<file path="config.mk">
export PLATFORM = sky130hd
export DESIGN_NAME = arbitro_memoria
export DESIGN_NICKNAME = d
export VERILOG_FILES = /design/src/rtl/arbitro_memoria.sv
export SDC_FILE = /design/constraint.sdc
export NUM_CORES = 1
export LEC_CHECK = 0
export CORE_MARGIN = 8
export CORE_UTILIZATION = 39
export DETAILED_ROUTE_END_ITERATION = 10
export PLACE_DENSITY = 0.86
export SLEW_MARGIN = 20
export SYNTH_ARGS = -nofsm -noshare
export SYNTH_HDL_FRONTEND = slang
export SYNTH_SLANG_ARGS = --single-unit
</file>
<file path="constraint.sdc">
create_clock -name clk -period 4.5 [get_ports clk]
set_input_delay 0.9 -clock clk [delete_from_list [all_inputs] [get_ports clk]]
set_output_delay 0.9 -clock clk [all_outputs]
set_load 0.01 [all_outputs]
</file>
<file path="src/rtl/arbitro_memoria.sv">
// arbitro_memoria: arbitrates fetch vs data access to a single-port synchronous memory with fixed read latency; ARBITRO_ANTI_FOME_EN enables fetch anti-starvation
module arbitro_memoria #(
    parameter int ADDR_W  = 8,
    parameter int DATA_W  = 16,
    parameter int LAT     = 1,
    parameter int MAX_SEQ = 4
) (
    input  logic              clk,
    input  logic              rst_n,
    input  logic              if_req,
    input  logic [ADDR_W-1:0] if_addr,
    output logic              if_ack,
    output logic [DATA_W-1:0] if_rdata,
    input  logic              dm_req,
    input  logic              dm_we,
    input  logic [ADDR_W-1:0] dm_addr,
    input  logic [DATA_W-1:0] dm_wdata,
    output logic              dm_ack,
    output logic [DATA_W-1:0] dm_rdata,
    output logic              mem_en,
    output logic              mem_we,
    output logic [ADDR_W-1:0] mem_addr,
    output logic [DATA_W-1:0] mem_wdata,
    input  logic [DATA_W-1:0] mem_rdata
);
    typedef enum logic [1:0] {OCIOSO, EMITE, ESPERA, RESP} state_t;

    if (LAT < 1 || LAT > 3 || MAX_SEQ < 1) begin : g_bad_param
        $error("arbitro_memoria: LAT must be 1..3 and MAX_SEQ >= 1");
    end

    state_t            state, state_next;
    logic [1:0]        cnt, cnt_next;
    logic              dono, dono_next;
    logic              we_q, we_next;
    logic [ADDR_W-1:0] addr_next;
    logic [DATA_W-1:0] wdata_next;
    logic              grant_dm;

`ifdef ARBITRO_ANTI_FOME_EN
    localparam int SEQ_W = $clog2(MAX_SEQ) + 1;
    logic [SEQ_W-1:0] seq, seq_next;

    assign grant_dm = dm_req && !(if_req && seq == SEQ_W'(MAX_SEQ));

    // count consecutive data grants that made a waiting fetch lose
    always_comb begin
        seq_next = seq;
        if (state == OCIOSO && (if_req || dm_req))
            seq_next = (grant_dm && if_req) ? seq + SEQ_W'(1) : '0;
    end

    // anti-starvation counter register
    always_ff @(posedge clk or negedge rst_n) begin
        if (!rst_n) seq <= '0;
        else        seq <= seq_next;
    end
`else
    assign grant_dm = dm_req;
`endif

    // sequencing: sample winner, issue once, wait out the latency, acknowledge
    always_comb begin
        state_next = state;
        cnt_next   = cnt;
        dono_next  = dono;
        we_next    = we_q;
        addr_next  = mem_addr;
        wdata_next = mem_wdata;
        case (state)
            OCIOSO: if (if_req || dm_req) begin
                state_next = EMITE;
                dono_next  = grant_dm;
                we_next    = grant_dm && dm_we;
                addr_next  = grant_dm ? dm_addr : if_addr;
                wdata_next = grant_dm ? dm_wdata : mem_wdata;
            end
            EMITE: begin
                cnt_next   = 2'(LAT - 1);
                state_next = (LAT == 1) ? RESP : ESPERA;
            end
            ESPERA: begin
                cnt_next   = cnt - 2'd1;
                state_next = (cnt == 2'd1) ? RESP : ESPERA;
            end
            default: state_next = OCIOSO;
        endcase
    end

    // state, access context and registered strobes decoded from the next state
    always_ff @(posedge clk or negedge rst_n) begin
        if (!rst_n) begin
            state     <= OCIOSO;
            cnt       <= '0;
            dono      <= 1'b0;
            we_q      <= 1'b0;
            mem_addr  <= '0;
            mem_wdata <= '0;
            mem_en    <= 1'b0;
            mem_we    <= 1'b0;
            if_ack    <= 1'b0;
            dm_ack    <= 1'b0;
        end else begin
            state     <= state_next;
            cnt       <= cnt_next;
            dono      <= dono_next;
            we_q      <= we_next;
            mem_addr  <= addr_next;
            mem_wdata <= wdata_next;
            mem_en    <= state_next == EMITE;
            mem_we    <= state_next == EMITE && we_next;
            if_ack    <= state_next == RESP && !dono_next;
            dm_ack    <= state_next == RESP && dono_next;
        end
    end

    assign if_rdata = if_ack ? mem_rdata : '0;
    assign dm_rdata = (dm_ack && !we_q) ? mem_rdata : '0;
endmodule

</file>
==> run_summary.xml <==
<?xml version="1.0" encoding="UTF-8"?>
<metrics>
  <group name="run_status">
    <metric name="outcome" unit="">completed</metric>
  </group>
  <group name="logic_synthesis">
    <metric name="synthArstFlopShare" unit="%">100</metric>
    <metric name="ys.flop_type" unit="">sky130_fd_sc_hd__dfrtp_1</metric>
    <metric name="yosys.cell_count.top_type" unit="">sky130_fd_sc_hd__dfrtp_1</metric>
    <metric name="synth_cell_types" unit="">27</metric>
    <metric name="synthesis.nets" unit="">210</metric>
    <metric name="yosysTopAreaCell" unit="">sky130_fd_sc_hd__dfrtp_1</metric>
    <metric name="yosys-top-cells-count" unit="">34 x sky130_fd_sc_hd__dfrtp_1, 32 x sky130_fd_sc_hd__and2_1, 10 x sky130_fd_sc_hd__a21oi_1, 10 x sky130_fd_sc_hd__mux2_4, 10 x sky130_fd_sc_hd__o21ai_0</metric>
    <metric name="ys_seq_area_share" unit="%">49.5</metric>
    <metric name="synth-seq-cells" unit="">34</metric>
    <metric name="synthesis.yosys.warnings" unit="">0</metric>
    <metric name="synth_area_per_cell" unit="sq um">11.3</metric>
    <metric name="netlist.area_leader.share" unit="%">49.5</metric>
    <metric name="synth.area.top_cells" unit="">sky130_fd_sc_hd__dfrtp_1 49%, sky130_fd_sc_hd__and2_1 12%, sky130_fd_sc_hd__mux2_4 8.7%</metric>
    <metric name="synth_cells" unit="">152</metric>
    <metric name="syn-cell-area" unit="sq mm">0.00172</metric>
    <metric name="number_of_flops_mapped_to_enable_cells_by_yosys" unit="">0</metric>
  </group>
  <group name="clock_network">
    <metric name="cts_buffers" unit="">5</metric>
    <metric name="cts.sinks" unit="">34</metric>
    <metric name="tritoncts" unit="">built</metric>
    <metric name="postCtsSetupBuffers" unit="">0</metric>
    <metric name="cts_resized" unit="">0</metric>
    <metric name="cts_hold_buf" unit="">0</metric>
    <metric name="cts.htree.levels" unit="">2</metric>
    <metric name="cts_max_path_buffers" unit="">2</metric>
    <metric name="clk_pin_slew_worst_paths" unit="ns">0.06</metric>
    <metric name="insertion_delay" unit="ns">0.29</metric>
    <metric name="root_buffer" unit="">sky130_fd_sc_hd__clkbuf_8</metric>
  </group>
  <group name="global_route">
    <metric name="grt_start_max_net_pins" unit="">35</metric>
    <metric name="first_pass_grt_wire_length" unit="um">7920</metric>
    <metric name="grt_use_total" unit="%">15.4</metric>
    <metric name="grt_overflow_total" unit="">0</metric>
    <metric name="antenna_found_initial" unit="">0</metric>
    <metric name="first_global_vias" unit="">1635</metric>
  </group>
  <group name="power">
    <metric name="total_leakage_power" unit="nW">1.23</metric>
    <metric name="power_per_cell_area" unit="mW/mm^2">584</metric>
    <metric name="power.ir.vdd_worst" unit="uV">351</metric>
  </group>
  <group name="cells_and_area">
    <metric name="design.final.nets" unit="">322</metric>
    <metric name="diode_count" unit="">0</metric>
    <metric name="flow.area_growth_from_synthesis" unit="%">71.6</metric>
    <metric name="share_of_cells_above_drive_strength_1" unit="%">10.2</metric>
    <metric name="final.fill_count" unit="">331</metric>
  </group>
  <group name="critical_path">
    <metric name="critical_path_start_type" unit="">input pin</metric>
    <metric name="critPathMaxStageDelay" unit="ns">0.54</metric>
    <metric name="timing.critical_path.fanout_max" unit="">2</metric>
    <metric name="cp_data_required_time" unit="ns">3.60</metric>
    <metric name="worst_ep_arrival_time" unit="ns">2.06</metric>
    <metric name="cpMostUsedCell" unit="">sky130_fd_sc_hd__clkdlybuf4s50_1</metric>
    <metric name="worstSetupEndpointType" unit="">output pin</metric>
    <metric name="critical_path.cell_chain" unit="">clkdlybuf4s50_1, and2_1, clkdlybuf4s50_1</metric>
    <metric name="worst_r2r_startpoint" unit="">state[0]</metric>
    <metric name="worst_setup_path_startpoint" unit="">mem_rdata[6]</metric>
    <metric name="crit_path_top_delay_cell" unit="">sky130_fd_sc_hd__clkdlybuf4s50_1</metric>
    <metric name="timing.setup.critical_path_class" unit="">in2out</metric>
  </group>
  <group name="timing">
    <metric name="final.min_clock_period" unit="ns">2.96</metric>
    <metric name="report.final.setup_viol" unit="">0</metric>
    <metric name="clock_skew" unit="ns">0.00524</metric>
    <metric name="max_freq" unit="GHz">0.338</metric>
    <metric name="timing.hold.ws" unit="ns">0.482</metric>
    <metric name="max_slew_margin" unit="%">51.6</metric>
    <metric name="final_min_period_over_clock_period" unit="%">65.7</metric>
    <metric name="timing.final.max_slew_violations" unit="">0</metric>
    <metric name="grt_setup_unrepaired" unit="">false</metric>
    <metric name="tightest_slew" unit="ns">0.725</metric>
    <metric name="sum_of_negative_setup_slack" unit="ns">0</metric>
    <metric name="hold_viol_final" unit="">0</metric>
  </group>
  <group name="floorplan">
    <metric name="ioPinCount" unit="">113</metric>
    <metric name="dieArea" unit="sq mm">0.00679</metric>
    <metric name="start_util" unit="%">40.0</metric>
    <metric name="die_width" unit="um">82.4</metric>
    <metric name="die_y" unit="um">82.4</metric>
    <metric name="core.rowCount" unit="">24</metric>
    <metric name="design.core.area" unit="sq mm">0.00429</metric>
  </group>
  <group name="placed_design">
    <metric name="count_of_buffers_from_port_buffering" unit="">112</metric>
    <metric name="gp_routability_congestion" unit="">0.774</metric>
    <metric name="dp_hpwl" unit="um">3960</metric>
  </group>
  <group name="flow_run">
    <metric name="max_capacitance_violation_total" unit="">0</metric>
  </group>
  <group name="drt">
    <metric name="drcViolationCount" unit="">0</metric>
    <metric name="vias_per_cell" unit="">4.84</metric>
    <metric name="first_pass_iters" unit="">5</metric>
    <metric name="routed_wire_length" unit="um">5000</metric>
    <metric name="routed_wire_length_per_instance" unit="um">15.8</metric>
    <metric name="vias" unit="">1534</metric>
    <metric name="detail-route-antenna-nets" unit="">0</metric>
    <metric name="first_iter_violations" unit="">61</metric>
  </group>
  <group name="min_path">
    <metric name="worst_hold_path_type" unit="">reg2reg</metric>
    <metric name="hp-start" unit="">cnt[0]</metric>
  </group>
</metrics>
-- per-stage QoR --
stage / std cells / worst slack (ns) / utilization (%) / instance area [sq um] / total power [mW]
2_1_floorplan: 152 / 2.54 / - / 1720 / 1.04
3_3_place_gp: 309 / 1.54 / 66.6 / 2860 / 1.49
3_5_place_dp: 309 / 1.53 / 66.6 / 2860 / 1.51
4_1_cts: 317 / 1.52 / 68.7 / 2950 / 1.75
5_1_grt: 317 / 1.39 / 68.7 / 2950 / 1.85
6_report: 317 / 1.54 / 68.7 / 2950 / 1.72
-- cell usage in the layout, fill, tap and decap left out, drive strengths merged, types with 2 or more instances in the layout --
master	n
o22ai	8
nand2	3
nand3b	8
dfrtp	34
a21oi	10
clkdlybuf4s50	112
nor3b	2
and2	33
inv	6
ha	5
o21ai	10
clkbuf	7
mux2	16
-- kinds of logic after synthesis --
group | share of synthesized area (%)
simple gates | 19.4
flops | 49.5
compound gates | 9.83
mux | 13.2
buf+inv | 4.44
fa+ha+maj | 3.64
-- registers in the layout, summed over array words and instances, names as in the netlist --
name / count
cnt: 2
dm_ack: 1
dono: 1
if_ack: 1
mem_addr: 8
mem_en: 1
mem_wdata: 16
mem_we: 1
state: 2
we_q: 1
-- metal layers --
layer	global-route usage, %	routed length (um)	up-vias
met1	15.7	1820	692
met5	0	0	-
met3	9.52	912	7
li1	-	-	745
met4	6.14	68	0
met2	24.9	2200	90
-- final timing paths --
path | to | slack [ns] | cells past startpoint
worst max register to register | mem_wdata[15] | 2.44 | 4
worst min register to register | cnt[0] | 0.48 | 1
worst max-delay path | if_rdata[6] | 1.54 | 3
worst min-delay path | cnt[0] | 0.48 | 1
min in group asynchronous | mem_wdata[2] | 1.00 | 2
max in group asynchronous | dm_ack | 3.20 | 2
-- report_power, final --
| group | internal, mW | switching (mW) | total (mW) |
|---|---|---|---|
| logic | 0.556 | 0.380 | 0.935 |
| registers | 0.457 | 0.100 | 0.558 |
| clock network | 0.123 | 0.107 | 0.230 |
| total | 1.14 | 0.587 | 1.72 |
-- area by class of cell --
| type | count | area [sq um] | area share (%) |
|---|---|---|---|
| Sequential cell | 34 | 851 | 28.8 |
| Tap cell | 52 | 65.1 | 2.21 |
| Inverter | 6 | 22.5 | 0.763 |
| Clock inverter | 1 | 5.00 | 0.170 |
| Clock buffer | 7 | 86.3 | 2.93 |
| Multi-Input combinational cell | 104 | 792 | 26.8 |
| Timing Repair Buffer | 113 | 1130 | 38.3 |
-- critical path, delay by kind of cell --
kind	cells	cell delay [ns]
buffers and inverters	2	1.00
and+or+nand+nor	1	0.15
Note: power is estimated with default switching activity, not from simulation.
